--- config.mk ---
export PLATFORM = sky130hd
export DESIGN_NAME = reorder_buffer
export DESIGN_NICKNAME = d
export VERILOG_FILES = /design/src/rtl/reorder_buffer_pkg.sv /design/src/rtl/reorder_buffer.sv
export SDC_FILE = /design/constraint.sdc
export NUM_CORES = 2
export LEC_CHECK = 0
export ABC_CLOCK_PERIOD_IN_PS = 6800
export BUFFER_PORTS_ARGS = -buffer_cell sky130_fd_sc_hd__buf_4
export CORE_MARGIN = 2
export CORE_UTILIZATION = 56
export CTS_CLUSTER_SIZE = 14
export DETAILED_ROUTE_END_ITERATION = 12
export GPL_TIMING_DRIVEN = 0
export PLACE_DENSITY_LB_ADDON = 0.05
export SYNTH_ARGS = -nofsm -noshare
export SYNTH_HDL_FRONTEND = slang
export SYNTH_SLANG_ARGS = --single-unit
export TNS_END_PERCENT = 5
--- constraint.sdc ---
create_clock -name clk_in -period 6.8 [get_ports clk_in]
set_clock_uncertainty 0.2 [all_clocks]
set_input_delay 0.34 -clock clk_in [delete_from_list [all_inputs] [get_ports clk_in]]
set_output_delay 0.34 -clock clk_in [all_outputs]
set_load 0.005 [all_outputs]
--- src/rtl/reorder_buffer_pkg.sv ---
// rtl/reorder_buffer_pkg.sv - shared codes and sizes for the reorder buffer
package reorder_buffer_pkg;

  localparam int DEF_ROB_DEPTH = 15;
  localparam int DEF_TAG_W     = 4;
  localparam int TAG_NONE      = 0;

  localparam logic [1:0] DEST_MEM    = 2'd0;
  localparam logic [1:0] DEST_REG    = 2'd1;
  localparam logic [1:0] DEST_BRANCH = 2'd2;
  localparam logic [1:0] DEST_JL     = 2'd3;

endpackage

--- src/rtl/reorder_buffer.sv ---
// rtl/reorder_buffer.sv - circular in-order reorder buffer with CDB writeback,
// in-order commit broadcast and mispredict flush at the head
module reorder_buffer
  import reorder_buffer_pkg::*;
#(
  parameter int ROB_DEPTH = DEF_ROB_DEPTH,
  parameter int TAG_W     = DEF_TAG_W
) (
  input  logic             clk_in,
  input  logic             rst_in,
  input  logic             rdy_in,
  input  logic             issue_valid,
  input  logic [1:0]       issue_dest_type,
  input  logic [4:0]       issue_rd,
  input  logic [31:0]      issue_pc,
  input  logic             issue_pred_taken,
  output logic [TAG_W-1:0] issue_tag,
  output logic             rob_full,
  input  logic [TAG_W-1:0] query_tag1,
  input  logic [TAG_W-1:0] query_tag2,
  output logic             query_ready1,
  output logic             query_ready2,
  output logic [31:0]      query_value1,
  output logic [31:0]      query_value2,
  input  logic             wb_valid,
  input  logic [TAG_W-1:0] wb_tag,
  input  logic [31:0]      wb_value,
  input  logic             wb_taken,
  input  logic [31:0]      wb_target,
  output logic             have_commit,
  output logic [TAG_W-1:0] entry_commit,
  output logic [1:0]       dest_type_commit,
  output logic [4:0]       destination_commit,
  output logic [31:0]      value_commit,
  output logic             flush_out,
  output logic [31:0]      redirect_pc
);

  localparam int SLOTS = 2 ** TAG_W;
  localparam int CNT_W = $clog2(ROB_DEPTH + 1);

  logic [TAG_W-1:0] head, tail;
  logic [CNT_W-1:0] count;
  logic [SLOTS-1:0] busy, ready;

  logic [1:0]  type_q   [SLOTS];
  logic [4:0]  rd_q     [SLOTS];
  logic [31:0] pc_q     [SLOTS];
  logic        pred_q   [SLOTS];
  logic [31:0] value_q  [SLOTS];
  logic        taken_q  [SLOTS];
  logic [31:0] target_q [SLOTS];

  logic commit_en, mispredict, alloc_en, wb_en;

  function automatic logic [TAG_W-1:0] next_ptr(input logic [TAG_W-1:0] p);
    return (p == TAG_W'(ROB_DEPTH)) ? TAG_W'(1) : p + TAG_W'(1);
  endfunction

  assign issue_tag  = tail;
  assign rob_full   = (count == CNT_W'(ROB_DEPTH));
  assign commit_en  = rdy_in && busy[head] && ready[head];
  assign mispredict = commit_en && (type_q[head] == DEST_BRANCH) &&
                      (taken_q[head] != pred_q[head]);
  // A flushing commit drops whatever else arrives in the same cycle.
  assign alloc_en   = rdy_in && issue_valid && !rob_full && !mispredict;
  assign wb_en      = rdy_in && wb_valid && (wb_tag != TAG_W'(TAG_NONE)) &&
                      busy[wb_tag] && !mispredict;

  always_ff @(posedge clk_in or negedge rst_in) begin
    if (!rst_in) begin
      head               <= TAG_W'(1);
      tail               <= TAG_W'(1);
      count              <= '0;
      busy               <= '0;
      ready              <= '0;
      have_commit        <= 1'b0;
      entry_commit       <= '0;
      dest_type_commit   <= '0;
      destination_commit <= '0;
      value_commit       <= '0;
      flush_out          <= 1'b0;
      redirect_pc        <= '0;
    end else if (!rdy_in) begin
      have_commit <= 1'b0;
      flush_out   <= 1'b0;
    end else begin
      have_commit <= commit_en;
      flush_out   <= mispredict;
      if (commit_en) begin
        entry_commit       <= head;
        dest_type_commit   <= type_q[head];
        destination_commit <= (type_q[head] == DEST_REG || type_q[head] == DEST_JL) ?
                              rd_q[head] : 5'd0;
        value_commit       <= value_q[head];
      end
      if (mispredict) begin
        redirect_pc <= taken_q[head] ? target_q[head] : pc_q[head] + 32'd4;
        head        <= TAG_W'(1);
        tail        <= TAG_W'(1);
        count       <= '0;
        busy        <= '0;
        ready       <= '0;
      end else begin
        if (wb_en) ready[wb_tag] <= 1'b1;
        if (alloc_en) begin
          busy[tail]  <= 1'b1;
          ready[tail] <= 1'b0;
          tail        <= next_ptr(tail);
        end
        if (commit_en) begin
          busy[head]  <= 1'b0;
          ready[head] <= 1'b0;
          head        <= next_ptr(head);
        end
        count <= count + CNT_W'(alloc_en) - CNT_W'(commit_en);
      end
    end
  end

  always_ff @(posedge clk_in) begin
    if (alloc_en) begin
      type_q[tail] <= issue_dest_type;
      rd_q[tail]   <= issue_rd;
      pc_q[tail]   <= issue_pc;
      pred_q[tail] <= issue_pred_taken;
    end
    if (wb_en) begin
      value_q[wb_tag]  <= wb_value;
      taken_q[wb_tag]  <= wb_taken;
      target_q[wb_tag] <= wb_target;
    end
  end

  // Same-cycle CDB bypass takes priority over the stored value.
  function automatic logic [32:0] lookup(input logic [TAG_W-1:0] tag);
    logic [32:0] r;
    r = '0;
    if (tag != TAG_W'(TAG_NONE) && busy[tag]) begin
      if (wb_valid && wb_tag == tag) r = {1'b1, wb_value};
      else if (ready[tag])           r = {1'b1, value_q[tag]};
    end
    return r;
  endfunction

  assign {query_ready1, query_value1} = lookup(query_tag1);
  assign {query_ready2, query_value2} = lookup(query_tag2);

endmodule

## Yosys cells after proc, flatten, opt, wreduce, memory -nomap -nowiden

Memories as Yosys holds them, arrays and structs flattened. A register that Yosys moved wholly into a read port is not among the register bits.
Cells that the tools add are included.

- Bits in latches: 0
- Logic and storage cells: 132
- Register bits: 89
- Memory bits (writable): 1,680
- Memories: 7
- ROM bits: 0
- Output and inout bits: 148
- Input port bits: 122

- Reductions and logical operators: 31
- Order comparisons: 8
- Divide/modulo/power cells: 0
- Shift-type cells: 0
- Multiplexer cells: 54
- $mul: 0
- Bitwise operators: 7
- $add $sub $neg: 5
- Equality and inequality tests: 9

Memories:

| name | words | width | rd ports | clocked after Yosys merged registers in | write ports | line | text |
|---|---|---|---|---|---|---|---|
| pc_q | 16 | 32 | 1 | 0 | 1 | reorder_buffer.sv:48 | `logic [31:0] pc_q [SLOTS];` |
| target_q | 16 | 32 | 1 | 0 | 1 | reorder_buffer.sv:52 | `logic [31:0] target_q [SLOTS];` |
| value_q | 16 | 32 | 3 | 1 | 1 | reorder_buffer.sv:50 | `logic [31:0] value_q [SLOTS];` |
| rd_q | 16 | 5 | 1 | 0 | 1 | reorder_buffer.sv:47 | `logic [4:0] rd_q [SLOTS];` |
| type_q | 16 | 2 | 1 | 0 | 1 | reorder_buffer.sv:46 | `logic [1:0] type_q [SLOTS];` |
| pred_q | 16 | 1 | 1 | 0 | 1 | reorder_buffer.sv:49 | `logic pred_q [SLOTS];` |
| +1 memories | - | - | - | - | - | - |  |

Operator list:

| cell | count |
|---|---|
| 2-to-1 mux 16 bit | 13 |
| 2-to-1 mux 33 bit | 6 |
| bitwise AND 16 bit | 3 |
| adder 32 x 3 -> 32 bit, second input constant | 1 |
| 2-to-1 mux 32 bit | 1 |
| inverter 16 bit | 2 |
| bitwise OR 16 bit | 2 |
| binary-select mux 1 bit (select 4 bit) | 7 |
| 2-to-1 mux 4 bit | 7 |
| less-than comparator 4 x 5 -> 1 bit, second input constant | 5 |
| logical AND 1 bit | 18 |
| 2-to-1 mux 1 bit | 16 |
| demux 1 bit (select 4 bit) | 3 |
| == test 4 bit, second input constant | 3 |
| greater-or-equal comparator 4 x 1 -> 1 bit, second input constant | 3 |
| nonzero test 4 bit | 3 |
| adder 4 x 1 -> 4 bit, second input constant | 2 |
| == test 4 bit | 2 |
| AND reduction 2 bit | 4 |
| 2-to-1 mux 5 bit | 1 |
| adder 4 x 1 -> 4 bit | 1 |
| == test 2 bit, second input constant | 2 |
| nonzero test 2 bit | 2 |
| subtractor 4 x 1 -> 4 bit | 1 |
| 4 further kinds | 6 |

## Longest topological paths before layout

- Word-level depth: 18
- Depth in mapped cells: 21
- Gate-level depth less buffers: 13

## Least setup slack after synthesis

Ideal clock, no wire load.

- Path kind: reg2reg
- Start point: register head[0]
- End point: register ready[10]
- Setup slack: -0.048 ns
- Arrival time: 6.571 ns
- Buffers on the path: 7
- Cell stages (with the launch flop): 18
- Cells stage by stage: dfstp_2 -> buf_6 -> buf_8 -> buf_8 -> buf_12 -> buf_12 -> buf_6 -> mux4_2 -> mux4_2 -> xnor2_2 -> nor2_4 -> nand2_2 -> buf_6 -> inv_2 -> nor2_4 -> nand2_1 -> nor2_1 -> o221a_2

- Word-level cells in the longest chain between the ends: 18

Ends and longest elaborated chain:

| item | line | text |
|---|---|---|
| start, declared | reorder_buffer.sv:42 | `logic [TAG_W-1:0] head, tail;` |
| start signal, assigned | reorder_buffer.sv:114 | `head <= next_ptr(head);` |
| binary-select mux 1 bit (select 4 bit) | reorder_buffer.sv:62 | `assign commit_en = rdy_in && busy[head] && ready[head];` |
| 2-to-1 mux 1 bit (implied by the code) | reorder_buffer.sv:62 |  |
| logical AND 1 bit (2 in series) | reorder_buffer.sv:62 |  |
| logical AND 1 bit (2 in series) | reorder_buffer.sv:63 | `assign mispredict = commit_en && (type_q[head] == DEST_BRANCH) &&` |
| logical NOT 1 bit | reorder_buffer.sv:66, reorder_buffer.sv:68 |  |
| logical AND 1 bit | reorder_buffer.sv:68 | `busy[wb_tag] && !mispredict;` |
| 2-to-1 mux 16 bit | reorder_buffer.sv:105 | `if (wb_en) ready[wb_tag] <= 1'b1;` |
| 2-to-1 mux 16 bit | reorder_buffer.sv:97 | `if (mispredict) begin` |
| 2-to-1 mux 16 bit | reorder_buffer.sv:84 | `end else if (!rdy_in) begin` |
| bitwise AND 16 bit (no source line) | - |  |
| 2-to-1 mux 16 bit | reorder_buffer.sv:106 | `if (alloc_en) begin` |
| 2-to-1 mux 16 bit | reorder_buffer.sv:97 |  |
| 2-to-1 mux 16 bit | reorder_buffer.sv:84 |  |
| bitwise AND 16 bit (no source line) | - |  |
| 2-to-1 mux 16 bit | reorder_buffer.sv:111 | `if (commit_en) begin` |
| 2-to-1 mux 16 bit (*) | reorder_buffer.sv:97 |  |
| end signal, assigned | reorder_buffer.sv:103 | `ready <= '0;` |
| end signal, assigned by index | reorder_buffer.sv:105 |  |
| end signal, assigned by index | reorder_buffer.sv:113 | `ready[head] <= 1'b0;` |
| end, declared | reorder_buffer.sv:44 | `logic [SLOTS-1:0] busy, ready;` |

Every way passes the cells marked *; elsewhere a longest branch is shown, timed or not. The select of a mux whose other input is x is not followed.
A chain may end at the register's enable or synchronous reset.

## Worst setup path in the final report

- Start point: register head[1]
- End point: register redirect_pc[18]

- Word-level cells in the longest chain between the ends: 7

Ends and longest elaborated chain:

| item | line | text |
|---|---|---|
| parallel branches: the longest is 7 deep, another holds memory read (16 x 32 bit) | - |  |
| end signal, assigned | reorder_buffer.sv:98 | `redirect_pc <= taken_q[head] ? target_q[head] : pc_q[head] + 32'd4;` |
| end, declared | reorder_buffer.sv:36 | `output logic [31:0] redirect_pc` |

Several ways; the timed one is not identified. The select of a mux whose other input is x is not followed.

==> run summary <==
antenna violation net count after detailed routing -> 0
# rows -> 137
detailed-route via count -> 43,617
Clock transition at path regs -> 0.07 ns
die width -> 378 um
ys flop type -> edfxtp_1
Final nets -> 4,535
cells after synthesis -> 3,663
Slowest cell on crit path -> clkdlybuf4s15_1
core area -> 139,000 um2
Synth Warn # -> 0
grt ovf -> 0
endpoint class of the critical path -> flop
RSZ-0062 raised after global routing -> no
crit path DAT -> 7.11 ns
first-pass GRT wire length -> 323,000 um
number of synthesized flops with an enable pin -> 1,680
Synth top area share -> 64.4%
Hold Crit Class -> primary input to flop
#FFs+latches synth -> 1,801
vias per cell -> 6.79
total track usage -> 32.8%
Setup Viol. Count Final -> 0
RePlAce Congestion -> 0.876
maximum clock insertion buffer count -> 3
status -> finished, final reports clean
worst-skew pair later-pin latency -> 0.83 ns
htree depth -> 4
Lkg Pwr -> 30.5 nW
sequential fraction of the synthesis area -> 68.2%
fmax -> 150 MHz
CTS buffer count -> 181
share of layout cells above drive strength 1 -> 35.8%
Crit Path Category -> flop to flop
num ports -> 270
initial antenna violation count -> 10
Die ar. -> 143,000 um2
CP required -> 7.25 ns
Fillers -> 9,183
CP Max Fanout -> 10
Num Clock Sinks -> 1,801
CP startpoint -> head[1]$_DFFE_PN0P_
CTS tree -> done
Hold Vio Cnt, Final -> 0
GR Util met1 -> 44.9%
maxcap violations -> 0
Synth async-reset ratio -> 6.72%
top cells by area, synth -> edfxtp_1 64%, mux4_2 24%, dfrtp_1 3.8%
Pre-antenna DRT Iters -> 6
Reg-to-Reg Start -> head[1]$_DFFE_PN0P_
maximum vdd ir drop -> 0.282 mV
cell taking the most area after synthesis -> edfxtp_1
placed insts -> 5,981
Post-DP HPWL -> 153,000 um
slew at the pin with the worst max-slew slack -> 1.45 ns
crit-path cells -> buf_2 -> buf_2 -> buf_4 -> buf_4 -> buf_4 -> buf_2 -> buf_1 -> clkdlybuf4s15_1 -> clkdlybuf4s15_1 -> mux4_2 -> mux4_2 -> nand2_1 -> o221ai_1
met2 Use GR -> 52.5%
Cell Count, Final, Fillers Out -> 6,424
I/O Buffers -> 261
Remaining DRCs -> 0
min cycle time layout -> 6.66 ns
Avg Inst Size Synth -> 21.4 um2
Initial Utilization -> 56.3%
Hold Path Origin -> issue_pc[18]
Synth cell types -> 75
Slew HR -> 3.50%
Crit path largest cell delay -> 1.00 ns
clock root buffer -> clkbuf_16
GRT met3 Usage -> 7.02%
vias in the first global route -> 43,527
Die H -> 378 um
Mapped Area -> 78,400 um2
fin crit share -> 97.9%
DRT iter0 DRCs -> 5,709
WL/cell -> 35.8 um
PwrDens -> 343 nW/um2
Final Power -> 31.8 mW
Setup TNS -> 0 ns
total wire length -> 230,000 um
Max Slew Vio Count -> 0
R2R Setup Slk -> 0.14 ns
CP Launch Type -> flop
largest net degree at the start of global routing -> 84
Area Overhead vs Synth -> 18.0%
most used routing layer -> met2
[cells in the mapped netlist (18+ instances only)]
library cell	n
edfxtp_1	1680
mux4_2	823
nand2_1	235
clkbuf_1	133
dfrtp_1	119
a21oi_1	85
nor2_1	59
buf_2	52
buf_1	44
mux2_2	41
o21ai_0	41
a22oi_1	36
mux4_1	26
nand3_1	26
xor2_1	25
inv_1	18
[stage by stage]
stage,area [um2],hold WS (ns),worst slack (ns),utilization [%]
finish,92500,0.157,0.142,66.4
global route,92500,0.155,0.00247,66.4
CTS,92400,0.113,0.134,66.4
detailed placement,85600,0.130,0.177,61.5
global placement,82900,0.274,-6.17,59.6
floorplan,78600,-0.156,-0.0457,-
[layer usage]
layer | share of wire, % | wire (um) | vias up
met5 | 0.047 | 107 | -
met4 | 4.1 | 9510 | 16
met3 | 9.7 | 22300 | 497
met2 | 49 | 112000 | 2623
met1 | 37 | 85900 | 23294
li1 | - | - | 17187
[timing repair]
action	CTS	global route
hold buffers	110	0
setup endpoints to repair	0	2
resized for setup	0	7
endpoints found under the hold margin	1815	0
buffers inserted	0	0
[worst max-delay path, delay by kind of cell (launching register included)]
kind,cells,cell delay [ns]
buffers and inverters,9,4.42
muxes,2,1.04
DFF,1,0.47
and+or+nand+nor,1,0.15
AOI/OAI and AO/OA,1,0.13
[layout make-up]
cell class	instances	area [um2]	area share (%)
antenna	3	7.51	0.00812
buffer	251	1180	1.28
clock buffer	231	4850	5.25
clock inverter	99	895	0.968
inverter	21	78.8	0.0853
multi-input combinational	1654	24100	26.1
sequential	1801	53500	57.8
tap	1876	2350	2.54
timing repair buffer	488	5530	5.98
[report_power, final]
| part | switching [mW] | internal, mW | leakage (nW) |
|---|---|---|---|
| Combinational | 4.79 | 4.23 | 10.9 |
| Clock | 4.24 | 5.47 | 2.81 |
| Sequential | 0.384 | 12.6 | 16.8 |
[registers in the layout, indices dropped and copies added, names as in the netlist, 32 cells and up]
| register | flops |
|---|---|
| pc_q | 512 |
| rd_q | 80 |
| redirect_pc | 32 |
| target_q | 512 |
| type_q | 32 |
| value_commit | 32 |
| value_q | 512 |
[path summary, 6_finish.rpt]
check | endpoint | cells after the start
max in group asynchronous | redirect_pc[3]$_DFFE_PN0P_ | 4
setup / recovery | redirect_pc[18]$_DFFE_PN0P_ | 13
hold / removal | pc_q[4][18]$_DFFE_PP_ | 2
min in group asynchronous | value_commit[26]$_DFFE_PN0P_ | 4
hold reg to reg | redirect_pc[12]$_DFFE_PN0P_ | 1
setup reg to reg | redirect_pc[18]$_DFFE_PN0P_ | 13
[cell usage in the layout, fill, tap and decap left out, types with 25 or more instances in the layout]
cell	instances
buf_1	44
dfrtp_1	119
xor2_1	25
a22oi_1	36
buf_16	43
clkinv_1	41
o21ai_0	41
buf_4	270
clkbuf_16	183
conb_1	65
a21oi_1	85
nand3_1	26
buf_2	52
nor2_1	43
clkinv_2	31
clkbuf_1	167
nand2_1	235
dlygate4sd3_1	109
buf_8	27
edfxtp_1	1680
buf_12	43
mux4_1	26
mux4_2	823
mux2_2	41
[cell families after synthesis]
kind of cell               after synthesis  synth area share (%)
DFF                                   1801                  68.2
xor gates and xnor gates                36                 0.412
AOI/OAI and AO/OA                      231                  1.89
adders and majority gates               15                 0.249
other                                    1               0.00479
and+or+nand+nor                        405                  2.34
buffers and inverters                  272                  1.59
muxes                                  902                  25.3
(Power assumes the default switching activity.)
